==> config.mk <==
export PLATFORM = sky130hd
export DESIGN_NAME = ctrl_pipe_hazard
export DESIGN_NICKNAME = d
export VERILOG_FILES = /design/src/rtl/ctrl_pipe_hazard.sv
export SDC_FILE = /design/constraint.sdc
export NUM_CORES = 1
export LEC_CHECK = 0
export CAP_MARGIN = 25
export CORE_ASPECT_RATIO = 0.75
export CORE_UTILIZATION = 49
export CTS_BUF_LIST = sky130_fd_sc_hd__clkbuf_16
export DETAILED_ROUTE_END_ITERATION = 16
export PLACE_DENSITY = 0.85
export SETUP_SLACK_MARGIN = 0.05
export SLEW_MARGIN = 40
export SYNTH_ARGS = -nofsm -noshare
export SYNTH_HDL_FRONTEND = slang
export SYNTH_SLANG_ARGS = --single-unit
==> constraint.sdc <==
create_clock -name clk -period 3.4 [get_ports clk]
set_input_delay 0.68 -clock clk [delete_from_list [all_inputs] [get_ports clk]]
set_output_delay 0.68 -clock clk [all_outputs]
set_load 0.005 [all_outputs]
==> src/rtl/ctrl_pipe_hazard.sv <==
// ctrl_pipe_hazard
// Carries the decoder's control bundle through the ID/EX, EX/MEM and MEM/WB
// pipeline registers. It detects load-use hazards and inserts one bubble for
// each. It squashes the two younger stages when a branch resolves taken in MEM.
//
// Ports
//   clk, rst_n        rising-edge clock, asynchronous active-low reset
//   id_*              decoded control bundle and register fields from ID
//   mem_zero          ALU zero flag of the instruction in MEM
//   stall             hold PC and IF/ID this cycle (load-use hazard)
//   flush             clear IF/ID this cycle (taken branch)
//   ex_*              ID/EX register
//   mem_*             EX/MEM register (mem_dest is the resolved destination)
//   branch_taken      branch in MEM resolves taken
//   wb_*              MEM/WB register
//   stall_cnt         saturating count of stall cycles
//   flush_cnt         saturating count of flush cycles
module ctrl_pipe_hazard #(
    parameter int REG_AW = 5,
    parameter int CNT_W  = 16
) (
    input  logic              clk,
    input  logic              rst_n,
    input  logic              id_valid,
    input  logic              id_regdst,
    input  logic              id_branch,
    input  logic              id_memread,
    input  logic              id_memtoreg,
    input  logic              id_memwrite,
    input  logic              id_alusrc,
    input  logic              id_regwrite,
    input  logic [1:0]        id_aluop,
    input  logic [REG_AW-1:0] id_rs,
    input  logic [REG_AW-1:0] id_rt,
    input  logic [REG_AW-1:0] id_rd,
    input  logic              mem_zero,
    output logic              stall,
    output logic              flush,
    output logic              ex_valid,
    output logic              ex_regdst,
    output logic              ex_memread,
    output logic              ex_memtoreg,
    output logic              ex_memwrite,
    output logic              ex_alusrc,
    output logic              ex_regwrite,
    output logic              ex_branch,
    output logic [1:0]        ex_aluop,
    output logic [REG_AW-1:0] ex_rt,
    output logic [REG_AW-1:0] ex_rd,
    output logic              mem_valid,
    output logic              mem_memread,
    output logic              mem_memwrite,
    output logic              mem_memtoreg,
    output logic              mem_regwrite,
    output logic              mem_branch,
    output logic [REG_AW-1:0] mem_dest,
    output logic              branch_taken,
    output logic              wb_valid,
    output logic              wb_memtoreg,
    output logic              wb_regwrite,
    output logic [REG_AW-1:0] wb_dest,
    output logic [CNT_W-1:0]  stall_cnt,
    output logic [CNT_W-1:0]  flush_cnt
);

    logic              hazard;
    logic              id_load;
    logic              ex_adv;
    logic [REG_AW-1:0] ex_dest;

    // A load in EX whose target feeds the ID instruction. r0 is never a real
    // dependency. A bubble in EX carries ex_rt=0, so it never matches.
    always_comb begin
        hazard = id_valid & ex_valid & ex_memread & (ex_rt != '0) &
                 ((ex_rt == id_rs) | (ex_rt == id_rt));
    end

    assign branch_taken = mem_valid & mem_branch & mem_zero;
    assign flush        = branch_taken;
    // A taken branch kills the dependent instruction anyway, so it wins.
    assign stall        = hazard & ~branch_taken;

    assign id_load = id_valid & ~stall & ~flush;
    assign ex_adv  = ex_valid & ~flush;
    assign ex_dest = ex_regdst ? ex_rd : ex_rt;

    // ID/EX: take the decoded bundle, or a fully zeroed bubble.
    always_ff @(posedge clk or negedge rst_n) begin
        if (!rst_n) begin
            ex_valid    <= 1'b0;
            ex_regdst   <= 1'b0;
            ex_memread  <= 1'b0;
            ex_memtoreg <= 1'b0;
            ex_memwrite <= 1'b0;
            ex_alusrc   <= 1'b0;
            ex_regwrite <= 1'b0;
            ex_branch   <= 1'b0;
            ex_aluop    <= 2'b00;
            ex_rt       <= '0;
            ex_rd       <= '0;
        end else if (id_load) begin
            ex_valid    <= 1'b1;
            ex_regdst   <= id_regdst;
            ex_memread  <= id_memread;
            ex_memtoreg <= id_memtoreg;
            ex_memwrite <= id_memwrite;
            ex_alusrc   <= id_alusrc;
            ex_regwrite <= id_regwrite;
            ex_branch   <= id_branch;
            ex_aluop    <= id_aluop;
            ex_rt       <= id_rt;
            ex_rd       <= id_rd;
        end else begin
            ex_valid    <= 1'b0;
            ex_regdst   <= 1'b0;
            ex_memread  <= 1'b0;
            ex_memtoreg <= 1'b0;
            ex_memwrite <= 1'b0;
            ex_alusrc   <= 1'b0;
            ex_regwrite <= 1'b0;
            ex_branch   <= 1'b0;
            ex_aluop    <= 2'b00;
            ex_rt       <= '0;
            ex_rd       <= '0;
        end
    end

    // EX/MEM: resolve the destination here. A write to r0 is dropped at this
    // point, so every later stage sees it as a non-writing instruction.
    always_ff @(posedge clk or negedge rst_n) begin
        if (!rst_n) begin
            mem_valid    <= 1'b0;
            mem_memread  <= 1'b0;
            mem_memwrite <= 1'b0;
            mem_memtoreg <= 1'b0;
            mem_regwrite <= 1'b0;
            mem_branch   <= 1'b0;
            mem_dest     <= '0;
        end else if (ex_adv) begin
            mem_valid    <= 1'b1;
            mem_memread  <= ex_memread;
            mem_memwrite <= ex_memwrite;
            mem_memtoreg <= ex_memtoreg;
            mem_regwrite <= ex_regwrite & (ex_dest != '0);
            mem_branch   <= ex_branch;
            mem_dest     <= ex_dest;
        end else begin
            mem_valid    <= 1'b0;
            mem_memread  <= 1'b0;
            mem_memwrite <= 1'b0;
            mem_memtoreg <= 1'b0;
            mem_regwrite <= 1'b0;
            mem_branch   <= 1'b0;
            mem_dest     <= '0;
        end
    end

    // MEM/WB: always advances. A taken branch moves on as a non-writing op.
    always_ff @(posedge clk or negedge rst_n) begin
        if (!rst_n) begin
            wb_valid    <= 1'b0;
            wb_memtoreg <= 1'b0;
            wb_regwrite <= 1'b0;
            wb_dest     <= '0;
        end else begin
            wb_valid    <= mem_valid;
            wb_memtoreg <= mem_memtoreg;
            wb_regwrite <= mem_regwrite;
            wb_dest     <= mem_dest;
        end
    end

    // Event counters hold at all-ones instead of wrapping.
    always_ff @(posedge clk or negedge rst_n) begin
        if (!rst_n) begin
            stall_cnt <= '0;
            flush_cnt <= '0;
        end else begin
            if (stall && (stall_cnt != '1)) stall_cnt <= stall_cnt + CNT_W'(1);
            if (flush && (flush_cnt != '1)) flush_cnt <= flush_cnt + CNT_W'(1);
        end
    end

endmodule

==> results_dict.tcl <==
set metrics [dict create \
    yosysUniqueCellTypes 42 \
    io_pins 102 \
    clkPwrFrac_pct 48.0 \
    path_cells "clkdlybuf4s50_1, xnor2_1, nand3_1, o22ai_2, nor4b_4, clkdlybuf4s50_1" \
    cp.depth 6 \
    die_height_um 70.3 \
    irDropWorstVdd_uv 370 \
    die_area_sq_um 6540 \
    post_cts_buffers 0 \
    reg2reg_from "ex_rt[0]" \
    drtPass1Iterations 4 \
    hpwl_mm 4.62 \
    area_delta_synth_final_pct 46.3 \
    rsz0062_at_grt "no" \
    setup_tns_ps 0 \
    drt-vias-per-instance 5.00 \
    cts_hold_buffers 0 \
    critPathTopFamily "buffers and inverters" \
    critPathRequiredTime_ps 2720 \
    grt_antenna_before_repair 0 \
    worst-path-buf-inv 2 \
    initial_utilization_pct 51.5 \
    coreArea_sq_um 5920 \
    grt_use_total_pct 22.1 \
    yosysWarnings 0 \
    syn_avg_cell_area_sq_um 12.5 \
    final-hold-violation-count 0 \
    totalWireLength_mm 6.42 \
    place_area_sq_um 4110 \
    clkSlewWorstSetupHoldPaths_ps 60 \
    nFillCells 388 \
    synth_nets 274 \
    grt_pass1_wl_mm 10.9 \
    drtIter0Drc 126 \
    cts-root-buf "clkbuf_16" \
    critPathLaunchType "input pin" \
    path_class "input pin to output pin" \
    max_freq_mhz 309 \
    post-route-drc-count 0 \
    drive_above_1_share_pct 10.7 \
    p_per_area_nw_per_um2 497 \
    wl_per_cell_um 14.8 \
    crit_path_frequent_cell "clkdlybuf4s50_1" \
    endpoint_kind "output pin" \
    max_cap_violations 0 \
    r2r_slack_ps 1210 \
    synth.yosys.seq_area_share_pct 58.4 \
    switching_share_pct 21.2 \
    cts_tree "built" \
    gp_congestion 0.833 \
    setup_viol_count_final 0 \
    critPathSlowestCell "clkdlybuf4s50_1" \
    syn-cell-area_sq_um 3040 \
    detail-route-antenna-nets 0 \
    max-slew-margin-rel_pct 59.3 \
    outcome "finished, final reports clean" \
    row_count 24 \
    power.internal_uw 1740 \
    num_antenna_cells 0 \
    grt_max_degree 72 \
    combPwrFrac_pct 9.8 \
    yosysTopAreaCellShare_pct 58.4 \
    seqCellArea_sq_um 1780 \
    die_w_um 93.0 \
    synth_top_flop_cell "dfrtp_1" \
    min_path_type "input pin to async pin" \
    htreeDepth 3 \
    grt_pass1_vias 2206 \
    cp.arrival_ps 2550 \
    synth_area_leaders "dfrtp_1, xnor2_1, xor2_1, and2_1, nand3_1" \
    finish.instance_area_sq_um 4450 \
    synth.largest_area_cell "dfrtp_1" \
    cp_max_fo 3 \
    slew_violations 0 \
    seqPwrFrac_pct 42.2 \
    fin_crit_ps 3230 \
    r2r_end "ex_rd[2]" \
    p_switching_uw 469 \
    fin_worst_skew_ps 5.49 \
    endpoint "stall" \
    finalCritPeriodShare_pct 95.1 \
    synth_cells 244 \
    multi_input_area_sq_um 1180 \
    crit_path_max_incr_delay_ps 570 \
    tightest_slew_ps 610 \
    clkLatencyLatePin_ps 320 \
    synth_edf_count 0 \
    synth_seq_cells 71 \
    numCtsBuffers 9 \
    startpoint "id_rt[4]" \
    p_leak_uw 0.00201 \
    cts_buffer_depth 2 \
    grt.overflow.total 0 \
    numClockSinks 71 \
    numPortBuffers 101 \
    rr_worst_depth 6 \
    async_flop_share_pct 100 \
    cts_resized 0 \
    final_nets 381 \
    vias 2170 \
]
## power groups by stage
| stage | clock, uW | combinational [uW] | sequential (uW) |
|---|---|---|---|
| finish | 1060 | 216 | 934 |
| floorplan | 0 | 71.6 | 942 |
| global placement | 0 | 212 | 945 |
| global route | 1120 | 239 | 943 |
| CTS | 1080 | 220 | 935 |
| detailed placement | 0 | 217 | 948 |
## cells by family (layout without fill, tap and decap cells)
family | count (synthesis) | after routing | share of synthesized area [%]
compound gates | 9 | 9 | 2.71
flops | 71 | 71 | 58.4
buf+inv | 14 | 126 | 2.79
fa+ha+maj | 2 | 2 | 0.822
mux | 7 | 7 | 2.38
xor+xnor | 38 | 38 | 10.9
simple gates | 103 | 103 | 22.0
## placed cells by master (no fill, tap or decap), drive strengths merged, types with 3 or more instances in the layout
cell type / n
nand3: 18
mux2i: 5
xor2: 14
nor4: 4
and3: 9
bufinv: 3
nor3: 7
nand2: 17
xnor2: 24
o21ai: 3
clkinv: 3
clkbuf: 9
nand4: 5
dfrtp: 71
inv: 8
clkdlybuf4s50: 100
nor2: 15
and2: 19
## state kept, by name, summed over array words and instances, names as in the netlist, 2 cells and up
name and cells:
ex_aluop 2, ex_rd 5, ex_rt 5, flush_cnt 16, mem_dest 5, stall_cnt 16, wb_dest 5
## cell type report
cell class	count	area share [%]
sequential	71	39.9
timing repair buffer	102	22.9
inverter	8	0.702
clock buffer	9	5.06
clock inverter	7	2.70
tap	78	2.19
multi-input combinational	159	26.6
## stage by stage
stage | setup slack (ps) | std cells | util (%) | hold slack [ps] | total power, uW
after floorplan | 1250 | 244 | - | 376 | 1010
after global placement | 308 | 418 | 69.4 | 360 | 1160
after detailed placement | 216 | 418 | 69.4 | 360 | 1170
after CTS | 188 | 434 | 75.3 | 370 | 2230
after global routing | 130 | 434 | 75.3 | 377 | 2300
final | 167 | 434 | 75.3 | 353 | 2210
## worst register-to-register path, cell delays in order, from the launching register on
cell and delay (ps):
dfrtp_1 450, or4_4 580, nor2_4 200, nor4b_4 80, buf_4 150, nor3_4 450, and2_1 220
## cells in the mapped netlist (2+ instances only)
master    n
a21oi_1   2
mux2_1    2
and4_1    2
inv_1     7
nor3_4    2
o21ai_1   2
ha_1      2
xnor2_1  24
and3_1    9
nor3_1    2
nand4_1   5
mux2i_1   5
buf_6     2
xor2_1   14
nor4_2    4
nand2_1  16
nor3_2    3
nor2_1   14
nand3_2   3
dfrtp_1  71
and2_1   19
nand3_1  14
## per-layer routing
layer	global-route usage, %	vias to the layer above	share of wire, %
li1	-	1039	-
met1	29.1	1051	44
met2	33.9	76	48
met3	9.04	4	7.1
met4	5.81	0	0.72
met5	0	-	0
## worst min path at each step
stage	from	to	slack (ps)	depth (start not counted)
after CTS	rst_n	flush_cnt[10]	370	1
final	rst_n	wb_dest[3]	350	1
after global routing	mem_dest[2]	wb_dest[2]	380	0
after global placement	mem_dest[2]	wb_dest[2]	360	0
after floorplan	rst_n	ex_aluop[0]	380	0
after detailed placement	mem_dest[2]	wb_dest[2]	360	0
Note: power is estimated with default switching activity, not from simulation.
